[config.mk]
export PLATFORM = sky130hd
export DESIGN_NAME = display_arbiter
export DESIGN_NICKNAME = d
export VERILOG_FILES = /design/src/rtl/display_arb_pkg.sv /design/src/rtl/display_arbiter_scan_timer.sv /design/src/rtl/display_arbiter.sv
export SDC_FILE = /design/constraint.sdc
export NUM_CORES = 1
export LEC_CHECK = 0
export ABC_AREA = 1
export CORE_MARGIN = 2
export CORE_UTILIZATION = 44
export CTS_CLUSTER_SIZE = 20
export DETAILED_ROUTE_END_ITERATION = 6
export PLACE_DENSITY = 0.93
export SLEW_MARGIN = 20
export SYNTH_ARGS = -nofsm -noshare
export SYNTH_HDL_FRONTEND = slang
export SYNTH_SLANG_ARGS = --single-unit
[constraint.sdc]
create_clock -name clk -period 1.8 [get_ports clk]
set_clock_uncertainty 0.1 [all_clocks]
set_input_delay 0.18 -clock clk [delete_from_list [all_inputs] [get_ports clk]]
set_output_delay 0.18 -clock clk [all_outputs]
set_load 0.005 [all_outputs]
[src/rtl/display_arb_pkg.sv]
// display_arb_pkg: source ids, blank pattern, arbiter state type and priority helpers.
`default_nettype none

package display_arb_pkg;

    localparam int SRC_MENU   = 0;
    localparam int SRC_JUEGO  = 1;
    localparam int SRC_ALERTA = 2;
    localparam int N_SRC      = 3;

    localparam logic [6:0] BLANK_SEG = 7'h7F;

    typedef enum logic [0:0] {
        ST_IDLE = 1'b0,
        ST_OWN  = 1'b1
    } arb_state_t;

    // One-hot of the highest-priority active request: alerta > juego > menu.
    function automatic logic [N_SRC-1:0] prio_onehot(input logic [N_SRC-1:0] r);
        prio_onehot = '0;
        if (r[SRC_ALERTA])     prio_onehot[SRC_ALERTA] = 1'b1;
        else if (r[SRC_JUEGO]) prio_onehot[SRC_JUEGO]  = 1'b1;
        else if (r[SRC_MENU])  prio_onehot[SRC_MENU]   = 1'b1;
    endfunction

    function automatic logic [1:0] owner_index(input logic [N_SRC-1:0] g);
        case (g)
            3'b100:  owner_index = 2'd2;
            3'b010:  owner_index = 2'd1;
            default: owner_index = 2'd0;
        endcase
    endfunction

endpackage

`default_nettype wire

[src/rtl/display_arbiter_scan_timer.sv]
// scan_timer: digit-slot prescaler and 2-bit digit index with slot and frame strobes.
`default_nettype none

module scan_timer #(
    parameter int REFRESH_DIV = 50000
) (
    input  logic       clk,
    input  logic       rst_n,
    output logic [1:0] idx,
    output logic       scan_tick,
    output logic       frame_tick
);

    localparam int PW = $clog2(REFRESH_DIV);

    logic [PW-1:0] presc;

    assign scan_tick  = (presc == PW'(REFRESH_DIV - 1));
    assign frame_tick = scan_tick && (idx == 2'd3);

    always_ff @(posedge clk or negedge rst_n) begin
        if (!rst_n) begin
            presc <= '0;
            idx   <= 2'd0;
        end else if (scan_tick) begin
            presc <= '0;
            idx   <= idx + 2'd1;
        end else begin
            presc <= presc + 1'b1;
        end
    end

endmodule

`default_nettype wire

[src/rtl/display_arbiter.sv]
// display_arbiter: frame-aligned priority sharing of the 4-digit 7-segment scan.
// Optional alerta blinking is enabled by defining DISPLAY_ARBITER_BLINK_EN.
`default_nettype none

module display_arbiter
    import display_arb_pkg::*;
#(
    parameter int REFRESH_DIV  = 50000,
    parameter int MIN_HOLD     = 8,
    parameter int BLINK_FRAMES = 32
) (
    input  logic              clk,
    input  logic              rst_n,
    input  logic [N_SRC-1:0]  req,
    input  logic [83:0]       src_digits,
    output logic [N_SRC-1:0]  grant,
    output logic [6:0]        display_controlador,
    output logic [3:0]        enable_display,
    output logic              frame_tick
);

    localparam int HW = $clog2(MIN_HOLD + 1);

    if (REFRESH_DIV < 2 || MIN_HOLD < 1 || BLINK_FRAMES < 1) begin : g_param_invalid
    end

    logic [1:0]       idx;
    logic             scan_tick;
    logic             frame_evt;
    arb_state_t       state, state_next;
    logic [N_SRC-1:0] grant_next, pick;
    logic [HW-1:0]    hold, hold_next, hold_inc;
    logic             blank;
    logic [6:0]       digit;
    int               base;

    scan_timer #(.REFRESH_DIV(REFRESH_DIV)) u_scan (
        .clk        (clk),
        .rst_n      (rst_n),
        .idx        (idx),
        .scan_tick  (scan_tick),
        .frame_tick (frame_tick)
    );

    assign frame_evt = scan_tick && frame_tick;

    always_ff @(posedge clk or negedge rst_n) begin
        if (!rst_n) begin
            state <= ST_IDLE;
            grant <= '0;
            hold  <= '0;
        end else begin
            state <= state_next;
            grant <= grant_next;
            hold  <= hold_next;
        end
    end

    always_comb begin
        state_next = state;
        grant_next = grant;
        hold_next  = hold;
        pick       = prio_onehot(req);
        hold_inc   = (hold >= HW'(MIN_HOLD)) ? hold : hold + 1'b1;
        if (frame_evt) begin
            case (state)
                ST_IDLE: begin
                    if (|req) begin
                        state_next = ST_OWN;
                        grant_next = pick;
                        hold_next  = '0;
                    end
                end
                ST_OWN: begin
                    if ((req & grant) == '0) begin
                        // Owner released: hand over directly, or fall back to idle.
                        state_next = (|req) ? ST_OWN : ST_IDLE;
                        grant_next = pick;
                        hold_next  = '0;
                    end else if (pick != grant && hold_inc >= HW'(MIN_HOLD)) begin
                        grant_next = pick;
                        hold_next  = '0;
                    end else begin
                        hold_next  = hold_inc;
                    end
                end
                default: begin
                    state_next = ST_IDLE;
                    grant_next = '0;
                    hold_next  = '0;
                end
            endcase
        end
    end

`ifdef DISPLAY_ARBITER_BLINK_EN
    localparam int BW = (BLINK_FRAMES > 1) ? $clog2(BLINK_FRAMES) : 1;

    logic [BW-1:0] blink_cnt;
    logic          blink_phase;

    always_ff @(posedge clk or negedge rst_n) begin
        if (!rst_n) begin
            blink_cnt   <= '0;
            blink_phase <= 1'b0;
        end else if (frame_evt) begin
            if (grant_next[SRC_ALERTA] && !grant[SRC_ALERTA]) begin
                blink_cnt   <= '0;
                blink_phase <= 1'b0;
            end else if (grant[SRC_ALERTA]) begin
                if (blink_cnt == BW'(BLINK_FRAMES - 1)) begin
                    blink_cnt   <= '0;
                    blink_phase <= ~blink_phase;
                end else begin
                    blink_cnt   <= blink_cnt + 1'b1;
                end
            end
        end
    end

    assign blank = blink_phase && grant[SRC_ALERTA];
`else
    assign blank = 1'b0;
`endif

    always_comb begin
        base  = (int'(owner_index(grant)) * 4 + int'(idx)) * 7;
        digit = src_digits[base +: 7];
    end

    always_ff @(posedge clk or negedge rst_n) begin
        if (!rst_n) begin
            enable_display      <= 4'b1111;
            display_controlador <= BLANK_SEG;
        end else begin
            enable_display      <= ~(4'b0001 << idx);
            display_controlador <= (grant == '0 || blank) ? BLANK_SEG : digit;
        end
    end

endmodule

`default_nettype wire
**After elaboration in Yosys (flattened, before gate mapping)**

Index checks and enable logic that the tools add are counted.

- Bits in registers: 37
- Input bits: 89
- Output and inout bits: 15
- Word-level logic and storage cells: 54

- Add/sub/neg operators: 4
- Multiply operators: 1
- Magnitude comparators: 2
- Equality and inequality tests: 7
- Shift operators: 2
- Multiplexer cells: 20
- Bitwise operators: 3
- Reduce and logical (&&, ||, !) cells: 8

Operator list:

| operator | number |
|---|---|
| $shiftx 84x9->7 | 1 |
| $add 16x1->16 const B | 1 |
| $eq 16x16->1 const B | 1 |
| $mux 16 | 1 |
| $mux 4 | 4 |
| $mux 3 | 3 |
| $ge 4x4->1 const B | 2 |
| $mul 5x3->8 const B | 1 |
| $pmux 4 s2 | 1 |
| $mux 7 | 1 |
| $logic_not 3->1 | 2 |
| $mux 1 | 6 |
| $pmux 3 s2 | 1 |
| $add 4x2->5 | 1 |
| $add 4x1->4 const B | 1 |
| $not 4->4 | 1 |
| $pmux 2 s2 | 1 |
| $shl 1x2->4 const A | 1 |
| $and 3x3->3 | 1 |
| $eq 3x2->1 const B | 1 |
| $eq 3x3->1 const B | 1 |
| $logic_and 1x1->1 | 3 |
| $ne 3x1->1 const B | 1 |
| $ne 3x3->1 | 1 |
| 9 further kinds | 9 |

**Depth between registers and ports, before layout**

- Word-level depth: 8
- Depth in mapped cells: 11
- Gate-level depth less buffers: 11

**Hierarchy**

A second synthesis with hierarchy kept.

- Cells, all modules: 362
- Area, all modules: 2454.9 µm²

Modules (own cells, without submodules):

| module | times used | cells an instance | area each (µm²) | seq. area each (µm²) |
|---|---|---|---|---|
| display_arbiter | 1 | 235 | 1481.4 | 489.2 |
| scan_timer | 1 | 127 | 973.4 | 450.4 |

**Worst setup path before layout**

OpenSTA, ideal clock, no wires.

- Path type: register to register
- From: register grant[2]
- To: register hold[0]
- Setup time: 0.071 ns
- Data arrival time: 1.347 ns
- Required time: 1.629 ns
- Path slack: 0.282 ns
- Stages on the path, launching flop included: 11
- Buffers on the path: 0
- Period minus slack after synthesis: 1.518 ns
- Cell sequence: dfrtp_1 -> ha_1 -> inv_1 -> nand2_1 -> nor2_1 -> nand2_1 -> nand2_1 -> nand2_2 -> nand2_4 -> nand2_1 -> nor2_1

- Longest elaborated chain between the ends: 5
- Elaborated cells on any way between the ends: 7
- Classes of those cells: 1 x eq/ne; 3 x mux; 1 x bitwise; 2 x reduce/logical

RTL lines:

| what | RTL line | source |
|---|---|---|
| from (decl) | display_arbiter.sv:16 | `output logic [N_SRC-1:0] grant,` |
| from (signal assigned) | display_arbiter.sv:54 | `grant <= grant_next;` |
| $ne 3x3->1 | display_arbiter.sv:80 | `end else if (pick != grant && hold_inc >= HW'(MIN_HOLD)) begin` |
| $logic_and 1x1->1 | display_arbiter.sv:80 |  |
| $mux 4 | display_arbiter.sv:80 |  |
| $mux 4 * | display_arbiter.sv:75 | `if ((req & grant) == '0) begin` |
| $pmux 4 s2 * | display_arbiter.sv:66 | `case (state)` |
| to (signal assigned) | display_arbiter.sv:55 | `hold <= hold_next;` |
| to (decl) | display_arbiter.sv:32 | `logic [HW-1:0] hold, hold_next, hold_inc;` |

Mark *: on every way between the ends. The rest lies on a longest branch, timed or not.
A chain may end at the register's enable or synchronous reset.

**Final worst setup path**

- From: register u_scan.presc[1]
- To: register hold[2]

- Longest elaborated chain between the ends: 4

RTL lines:

| what | RTL line | source |
|---|---|---|
| from (decl) | display_arbiter_scan_timer.sv:16 | `logic [PW-1:0] presc;` |
| from (signal assigned) | display_arbiter_scan_timer.sv:29 | `presc <= presc + 1'b1;` |
| $eq 16x16->1 * | display_arbiter_scan_timer.sv:18 | `assign scan_tick = (presc == PW'(REFRESH_DIV - 1));` |
| $logic_and 1x1->1 | display_arbiter_scan_timer.sv:19 | `assign frame_tick = scan_tick && (idx == 2'd3);` |
| $logic_and 1x1->1 * | display_arbiter.sv:45 | `assign frame_evt = scan_tick && frame_tick;` |
| $reduce_and 2->1 (no source line) * | n/a |  |

Marks and branches as above.

==> metrics <==
total grt overflow 0; initial core utilization 46.3%; Max Freq 566 MHz; CTS Buf Count 5; num rows 27; die height 80.6 um; drc violations 0; Core Region 5570 um2; initial antenna violation count 0; share of layout cells above drive strength 1 16.3%; distinct cell type count after synthesis 35; sequential area share after synthesis 36.4%; Setup crit end hold[2]; vias in the first global route 2977; Worst-Margin Slew 0.458 ns; WL met1 3290 um; Worst slew margin 69.5%; H-tree depth 2; Final Hold Fails 0; die area 6490 um2; Initial DRC Count 144; I/O Pins 104; top post-synthesis cells by area dfrtp_1, dfstp_2, nor2_1; Initial DRT Pass Iterations 5; Overall Power 1850 uW; min cycle time layout 1.77 ns; # diodes 0; Layout Nets 576; vias per cell 5.31; register area 940 um2; Worst-path clk slew 0.08 ns; ys flop type dfrtp_1; Antenna Nets Post-Route 0; Worst Path Arrival 1.85 ns; total number of vias 2930; status finished clean; drt total wl 8220 um; CTS tree done; Static Leak 0.00174 uW; Critical Path RT 1.88 ns; flop-to-flop setup slack 0.03 ns; cell taking the most area after synthesis dfrtp_1; DP Wirelength 6320 um; met3 routed WL 335 um; setup TNS 0 ns; area occupied by multi-input gates 1470 um2; global-route wire length before repair 13200 um; top sig layer met4; Setup crit start u_scan.presc[1]; DR WL met2 4290 um; clk sinks 37; Worst VDD drop 0.000342 V; reg-to-reg endpoint hold[2]; syn nets 453; PortBufs 103; FF-to-FF Start u_scan.presc[1]; Worst setup SP type flop; hold slack final 0.357 ns; post-route clock period utilization 98.1%; fillers 403; clk_lat worst skew 0.30 ns; Max Root-Sink Buffers 2; Synth Warn # 0; min-delay worst type input pin to asynchronous set/reset pin; FFs w/ async S/R, synth 100%; Syn-to-layout area delta 54.2%; Max Cap Viol 0; largest net degree at the start of global routing 38; depth of the most critical reg-to-reg path 10; number of flops mapped to enable cells by yosys 0; RSZ-0062 raised after global routing true; #FFs+latches synth 37; Synth Cell Area 2580 um2; Yosys top cell area share 25.2%; Post-Synthesis Cells 356; Worst Path Max Fanout 3; root buffer cell clkbuf_8; Pwr per Cell Area 464 nW/um2; Slew Viols, Final 0; WS Path Type flop to flop; Setup crit end kind flop; syn_area_per_cell 7.25 um2; GRT Resource Usage Total 26.0%; Die Wd 80.6 um; final setup fails 0; GPL Wtd Cong 0.859; per-cell routed wire length 14.9 um
-- worst max-delay path: stages, from the launching register on --
cell and delay (ns):
dfrtp_1 0.37, ha_2 0.19, nand2_1 0.08, inv_2 0.10, nand2_4 0.07, buf_6 0.13, nor2_4 0.12, nand3_4 0.10
nor2_4 0.18, nor2_1 0.06, o21bai_4 0.16
-- sequential cells by signal, summed over array words and instances, names as in the netlist --
register             cells
display_controlador      7
u_scan.presc            16
grant                    3
hold                     4
state                    1
enable_display           4
u_scan.idx               2
-- layout make-up --
class                           instances  share of cell area, %
Inverter                               41                   3.96
Timing Repair Buffer                  129                   31.1
Multi-Input combinational cell        265                   36.9
Clock inverter                          3                  0.440
Clock buffer                            5                   1.73
Tap cell                               72                   2.26
Sequential cell                        37                   23.6
-- layer usage --
| metal | vias up | global-route usage (%) |
|---|---|---|
| met3 | 27 | 4.27 |
| met2 | 97 | 46.8 |
| met4 | 0 | 10.0 |
| met1 | 1379 | 30.7 |
| li1 | 1427 | - |
| met5 | - | 0 |
-- where the power goes --
part	leakage (uW)	internal, uW	switching [uW]
sequential	0.000455	870	15.3
clock	0.0000439	267	309
combinational	0.00124	254	131
total	0.00174	1390	455
-- synthesized netlist by cell type (all sizes together), types with 7 or more instances --
master	n
o22ai	18
nor2	82
a21oi	9
xor2	10
dfrtp	26
o21ai	49
dfstp	11
nand3	11
clkbuf	7
ha	8
nand4	7
inv	39
nand2	51
-- stage by stage --
stage               utilization [%]  std cells  instance area, um2  setup slack [ns]
global route                   71.4        552                3980           -0.0376
global placement               68.2        538                3800            0.0491
finish                         71.4        552                3980            0.0340
detailed placement             68.2        538                3800           -0.0398
CTS                            70.5        550                3930            0.0193
floorplan                         -        356                2580             0.282
-- worst min-delay path by stage --
stage / start / slack [ns] / end / depth (start not counted)
after global routing: rst_n / 0.39 / state / 3
after global placement: rst_n / 0.15 / hold[3] / 2
after floorplan: rst_n / -0.22 / grant[0] / 0
final: rst_n / 0.36 / state / 3
after detailed placement: rst_n / 0.14 / hold[3] / 2
after CTS: rst_n / 0.35 / state / 3
-- timing repair --
item / CTS / global route
hold buffers: 1 / 0
endpoints found under the setup margin: 1 / 9
endpoints found under the hold margin: 26 / 0
resized for setup: 5 / 12
pin swaps: 2 / 3
setup buffers: 3 / 2
-- logic make-up after synthesis --
family	count (synthesis)	synth area share, %
compound gates	87	19.9
xor+xnor	11	3.73
fa+ha+maj	8	3.88
buf+inv	54	8.29
flops	37	36.4
simple gates	159	27.7
-- cell usage in the layout (no fill, tap or decap), drive strengths merged, types with 8 or more instances in the layout --
| cell type | instances |
|---|---|
| clkdlybuf4s50 | 101 |
| nor2 | 82 |
| nand2 | 51 |
| o21ai | 49 |
| inv | 39 |
| dfrtp | 26 |
| buf | 26 |
| o22ai | 18 |
| dfstp | 11 |
| nand3 | 11 |
| xor2 | 10 |
| a21oi | 9 |
| ha | 8 |
No activity file was read; power rests on OpenSTA's default activity.
